`src/rtl/imem_pkg.sv`:
```
// Shared definitions for the instruction-memory port controller: geometry,
// the NOP word returned on bad fetches, FSM encoding and the range check.
package imem_pkg;

  localparam int unsigned DEPTH = 8192;
  localparam int unsigned AW    = $clog2(DEPTH);

  // sll $0,$0,0 -- what the core sees for an out-of-range fetch
  localparam logic [31:0] NOP = 32'h0000_0000;

  typedef enum logic {
    BOOT = 1'b0,
    RUN  = 1'b1
  } state_e;

  // Word index addr[31:2] must be below depth; byte-offset bits are ignored.
  function automatic logic in_range(input logic [31:0] addr, input int unsigned depth);
    return ({2'b00, addr[31:2]} < 32'(depth));
  endfunction

endpackage

```
`src/rtl/imem_rr_arbiter.sv`:
```
// Two-way round-robin arbiter. req[0]/gnt[0] is the fetch port, req[1]/gnt[1]
// the loader. The priority bit only moves when both ports contend.
module imem_rr_arbiter (
  input  logic       clk,
  input  logic       rst_n,
  input  logic       en_i,
  input  logic       clr_i,
  input  logic [1:0] req_i,
  output logic [1:0] gnt_o
);

  // rr_q=0 favours fetch, rr_q=1 favours the loader on the next contention
  logic rr_q, rr_d;

  always_comb begin
    gnt_o = 2'b00;
    rr_d  = rr_q;
    if (en_i) begin
      if (req_i == 2'b11) begin
        gnt_o = rr_q ? 2'b10 : 2'b01;
        rr_d  = ~rr_q;
      end else begin
        gnt_o = req_i;
      end
    end
    if (clr_i) rr_d = 1'b0;
  end

  always_ff @(posedge clk or negedge rst_n) begin
    if (!rst_n) rr_q <= 1'b0;
    else        rr_q <= rr_d;
  end

endmodule

```
`src/rtl/imem_port_ctrl.sv`:
```
// Shares a single-port sync-read instruction memory between CPU fetch and the
// program loader: loader-only BOOT phase, then round-robin RUN phase.
module imem_port_ctrl
  import imem_pkg::*;
#(
  parameter int unsigned DEPTH = imem_pkg::DEPTH,
  parameter int unsigned AW    = $clog2(DEPTH)
) (
  input  logic          clk,
  input  logic          rst_n,
  input  logic          fetch_req_i,
  input  logic [31:0]   fetch_pc_i,
  output logic          fetch_gnt_o,
  output logic          fetch_stall_o,
  output logic          fetch_valid_o,
  output logic [31:0]   fetch_instr_o,
  output logic          fetch_err_o,
  input  logic          load_req_i,
  input  logic [31:0]   load_addr_i,
  input  logic [31:0]   load_data_i,
  input  logic          load_last_i,
  output logic          load_gnt_o,
  output logic          load_err_o,
  output logic          booting_o,
  output logic          mem_en_o,
  output logic          mem_we_o,
  output logic [AW-1:0] mem_addr_o,
  output logic [31:0]   mem_wdata_o,
  input  logic [31:0]   mem_rdata_i
);

  state_e     state_q, state_d;
  logic [1:0] arb_gnt;
  logic       arb_en, arb_clr;
  logic       f_ok, l_ok;
  logic       fvld_q, ferr_q, lerr_q;

  assign f_ok = in_range(fetch_pc_i, DEPTH);
  assign l_ok = in_range(load_addr_i, DEPTH);

  // Grants are combinational, so reset has to gate them directly
  assign arb_en = rst_n & (state_q == RUN);

  imem_rr_arbiter u_arb (
    .clk   (clk),
    .rst_n (rst_n),
    .en_i  (arb_en),
    .clr_i (arb_clr),
    .req_i ({load_req_i, fetch_req_i}),
    .gnt_o (arb_gnt)
  );

  assign fetch_gnt_o   = arb_gnt[0];
  assign load_gnt_o    = (state_q == BOOT) ? (rst_n & load_req_i) : arb_gnt[1];
  assign fetch_stall_o = fetch_req_i & ~fetch_gnt_o;
  assign booting_o     = (state_q == BOOT);

  always_comb begin
    state_d = state_q;
    arb_clr = 1'b0;
    case (state_q)
      BOOT: if (load_gnt_o && load_last_i) begin
        state_d = RUN;
        arb_clr = 1'b1;
      end
      RUN:  state_d = RUN;
      default: state_d = BOOT;
    endcase
  end

  // Out-of-range requests are granted but never reach the memory
  assign mem_we_o    = load_gnt_o & l_ok;
  assign mem_en_o    = mem_we_o | (fetch_gnt_o & f_ok);
  assign mem_addr_o  = load_gnt_o ? load_addr_i[AW+1:2] : fetch_pc_i[AW+1:2];
  assign mem_wdata_o = load_data_i;

  always_ff @(posedge clk or negedge rst_n) begin
    if (!rst_n) begin
      state_q <= BOOT;
      fvld_q  <= 1'b0;
      ferr_q  <= 1'b0;
      lerr_q  <= 1'b0;
    end else begin
      state_q <= state_d;
      fvld_q  <= fetch_gnt_o;
      ferr_q  <= fetch_gnt_o & ~f_ok;
      lerr_q  <= load_gnt_o & ~l_ok;
    end
  end

  assign fetch_valid_o = fvld_q;
  assign fetch_err_o   = ferr_q;
  assign fetch_instr_o = (fvld_q && !ferr_q) ? mem_rdata_i : NOP;
  assign load_err_o    = lerr_q;

endmodule

```
`config.mk`:
```
export PLATFORM = sky130hd
export DESIGN_NAME = imem_port_ctrl
export DESIGN_NICKNAME = d
export VERILOG_FILES = /design/src/rtl/imem_pkg.sv /design/src/rtl/imem_rr_arbiter.sv /design/src/rtl/imem_port_ctrl.sv
export SDC_FILE = /design/constraint.sdc
export NUM_CORES = 1
export LEC_CHECK = 0
export CAP_MARGIN = 20
export CORE_ASPECT_RATIO = 1.25
export CORE_MARGIN = 10
export CORE_UTILIZATION = 19
export CTS_CLUSTER_SIZE = 16
export DETAILED_ROUTE_END_ITERATION = 8
export GPL_TIMING_DRIVEN = 0
export PLACE_DENSITY = 0.87
export SYNTH_ARGS = -nofsm -noshare
export SYNTH_HDL_FRONTEND = slang
export SYNTH_SLANG_ARGS = --single-unit
```
`constraint.sdc`:
```
create_clock -name clk -period 3 [get_ports clk]
set_input_delay 0.75 -clock clk [delete_from_list [all_inputs] [get_ports clk]]
set_output_delay 0.75 -clock clk [all_outputs]
set_load 0.005 [all_outputs]
```
==> flow_summary.ini <==
[clock_network]
root_buffer = clkbuf_8
cts_sinks = 5
cts_hold_buf = 0
cts.path.max_buffers = 2
cts_tree = done
insertion_delay_ns = 0.22
cts_max_level = 1
cts.clk_slew.worst_paths_ns = 0.04
cts_buffers = 3

[logic_synthesis]
yosysUniqueCellTypes = 24
yosysTopAreaCellShare_pct = 24.6
synth-compound-area-share_pct = 6.15
ys_warn_count = 0
syn_area_per_cell_um2 = 7.94
muxShareOfSynthArea_pct = 17.3
synthAdderAreaFrac_pct = 0
synth_area_leaders = buf_4 25%, and2_1 21%, dfrtp_1 13%, mux2_4 9.2%, mux2_2 8.1%
synth.cell_area_um2 = 977
synth_cells = 123
synth_enable_flop_cells = 0
postSynth.asyncResetShare_pct = 100
synth-xor-area-share_pct = 0
ys.flop_type = dfrtp_1
synth_top_family_by_area = simple AND/OR/NAND/NOR gates
synth-seq-cells = 5
synth_seq_area_share_pct = 12.8
synthSimpleGateAreaFrac_pct = 34.2
syn_nets = 256
yosysTopAreaCell = buf_4

[sta]
setup_viol = 0
max_freq_ghz = 0.342
finalCriticalPeriod_ns = 2.93
fin_tns_setup_ns = 0
setup_slack_ns = 0.0733
finalMaxSlewViolations = 0
max_slew.worst_pin.slew_ns = 0.391
fin_worst_skew_ns = 0.00110
hold_viol = 0
relSlewSlack_pct = 73.7
period_share_pct = 97.6
rsz0062_at_grt = no

[setup_path]
path_buf_inv = 2
slowest_delay_ns = 0.44
cp_cell_sequence = clkdlybuf4s50_1, nor4_4, nand4_1, o32ai_2, buf_2
arrival_ns = 2.18
crit_fanout = 3
endpoint_kind = output port
worstSetupPathType = in2out
path_delay_family = buffers and inverters
startpoint_type = input pin
worst_path_max_delay_cell = clkdlybuf4s50_1
worst_ep_required_time_ns = 2.25

[cells_and_area]
fin_area_mm2 = 0.00296
finalNonFillerCells = 374
area_growth_pct = 203
nNetsFinal = 446
drive_gt1_share_pct = 20.5
fillers = 434
seq_area_um2 = 125
multiInputGateArea_um2 = 599
insertedDiodeCount = 0

[power_and_ir_drop]
ir_worst_vdd_mv = 0.259
fin_total_pwr_mw = 0.560
power_density_mw_per_mm2 = 189
leakage_nw = 1.27

[routing]
drtPass1Iterations = 4
drt-wirelength-per-cell_um = 17.6
vias = 1553
ant_nets = 0
drc = 0
drt_wl_total_um = 6580
drt_iter0_markers = 17
vias_per_cell = 4.15

[floorplan]
io_pins = 219
start_util_pct = 19.4
fp.dieW_um = 84.1
core_region_area_mm2 = 0.00504
rows = 29
die_area_mm2 = 0.00843
fp.dieH_um = 100

[min_path]
hp-class = in2async

[global_routing]
grt_pass1_wl_um = 10100
grt_usage_pct = 14.6
grt_pass1_vias = 1847
antenna_found_initial = 0
globalRouteOverflowTotal = 0
grt_max_degree = 11

[placement]
dp_slack_ns = -0.637
port-buffer-count = 182
dpl.cell_count = 367
dp_hpwl_um = 6220
gp_congestion = 0.848
placed_area_mm2 = 0.00288

[run_status]
outcome = complete, no violations

[flow_run]
cap_violations = 0
==> Yosys cell counts (2+ instances only) <==
cell type / number
and2_1: 33
dfrtp_1: 5
nor2_1: 3
mux2_4: 6
nor2b_1: 3
nand4_1: 2
nor4_1: 6
o21ai_0: 3
buf_4: 32
mux2_2: 7
nand2_1: 3
nor3_1: 2
buf_6: 2
inv_1: 4
clkbuf_1: 3
==> final timing paths <==
check	startpoint	end	slack (ns)	cells past startpoint
max in group asynchronous	rst_n	fetch_valid_o	2.47	1
min in group clk	state_q	state_q	0.61	2
max reg2reg	u_arb.rr_q	load_err_o	1.74	5
min reg2reg	state_q	state_q	0.61	2
min	rst_n	load_err_o	0.37	1
max	load_addr_i[15]	mem_en_o	0.07	5
==> state kept, by name (all words and copies together), names as in the netlist <==
register / cells
fetch_err_o: 1
u_arb.rr_q: 1
fetch_valid_o: 1
load_err_o: 1
state_q: 1
==> through the flow <==
stage	utilization, %	hold slack (ns)
global placement	57.0	0.537
floorplan	-	0.454
finish	58.7	0.368
detailed placement	57.0	0.576
CTS	58.7	0.459
global route	58.7	0.364
==> final cells by class <==
cell class              count  area share (%)
repair buffers            185            61.3
plain buffers              37            9.55
multi-input cells          77            20.2
flip-flops and latches      5            4.23
well taps                  62            2.62
clock buffers               4            1.52
inverters                   4           0.507
==> power breakdown <==
part           total (mW)  leakage (nW)  switching, mW  internal (mW)
clock               0.123        0.0228         0.0318         0.0911
sequential         0.0772        0.0589        0.00449         0.0727
combinational       0.360          1.19         0.0928          0.267
total               0.560          1.27          0.129          0.431
==> worst register-to-register path, cell delays in order, from the launching register on <==
cell     delay (ns)
dfrtp_1        0.43
nor2b_4        0.14
a21o_1         0.14
buf_6          0.14
buf_12         0.14
o21ba_2        0.16
==> routing by layer <==
layer	wire length [um]	GRT usage (%)	vias up
met2	3560	27.9	125
li1	-	-	752
met3	983	9.48	6
met5	0	0	-
met4	55	2.19	0
met1	1980	12.7	670
==> cells in the final DEF, fill, tap and decap left out, types with 2 or more instances in the layout <==
cell             count
nor2_1               3
clkbuf_2             2
clkbuf_1             4
dfrtp_1              5
and2_1              33
nor2b_1              2
buf_2                2
mux2_2               7
clkbuf_8             3
dlygate4sd2_1       11
nand4_1              2
inv_1                4
nor4_1               4
dlymetal6s2s_1       2
buf_4               35
nand2_1              2
mux2_4               6
o21ai_0              3
clkdlybuf4s50_1    165
==> repair_timing <==
| item | 4_1_cts | 5_1_grt |
|---|---|---|
| buffers inserted | 3 | 0 |
| resized for setup | 27 | 10 |
| setup endpoints to repair | 18 | 12 |
| cloned | 0 | 0 |
| pin swaps | 2 | 4 |
==> kinds of logic (layout without fill, tap and decap cells) <==
logic type      count (synthesis)  count (layout)
buf+inv                        41             230
simple gates                   56              56
mux                            13              13
flops                           5               5
compound gates                  8               8
(Power assumes the default switching activity.)
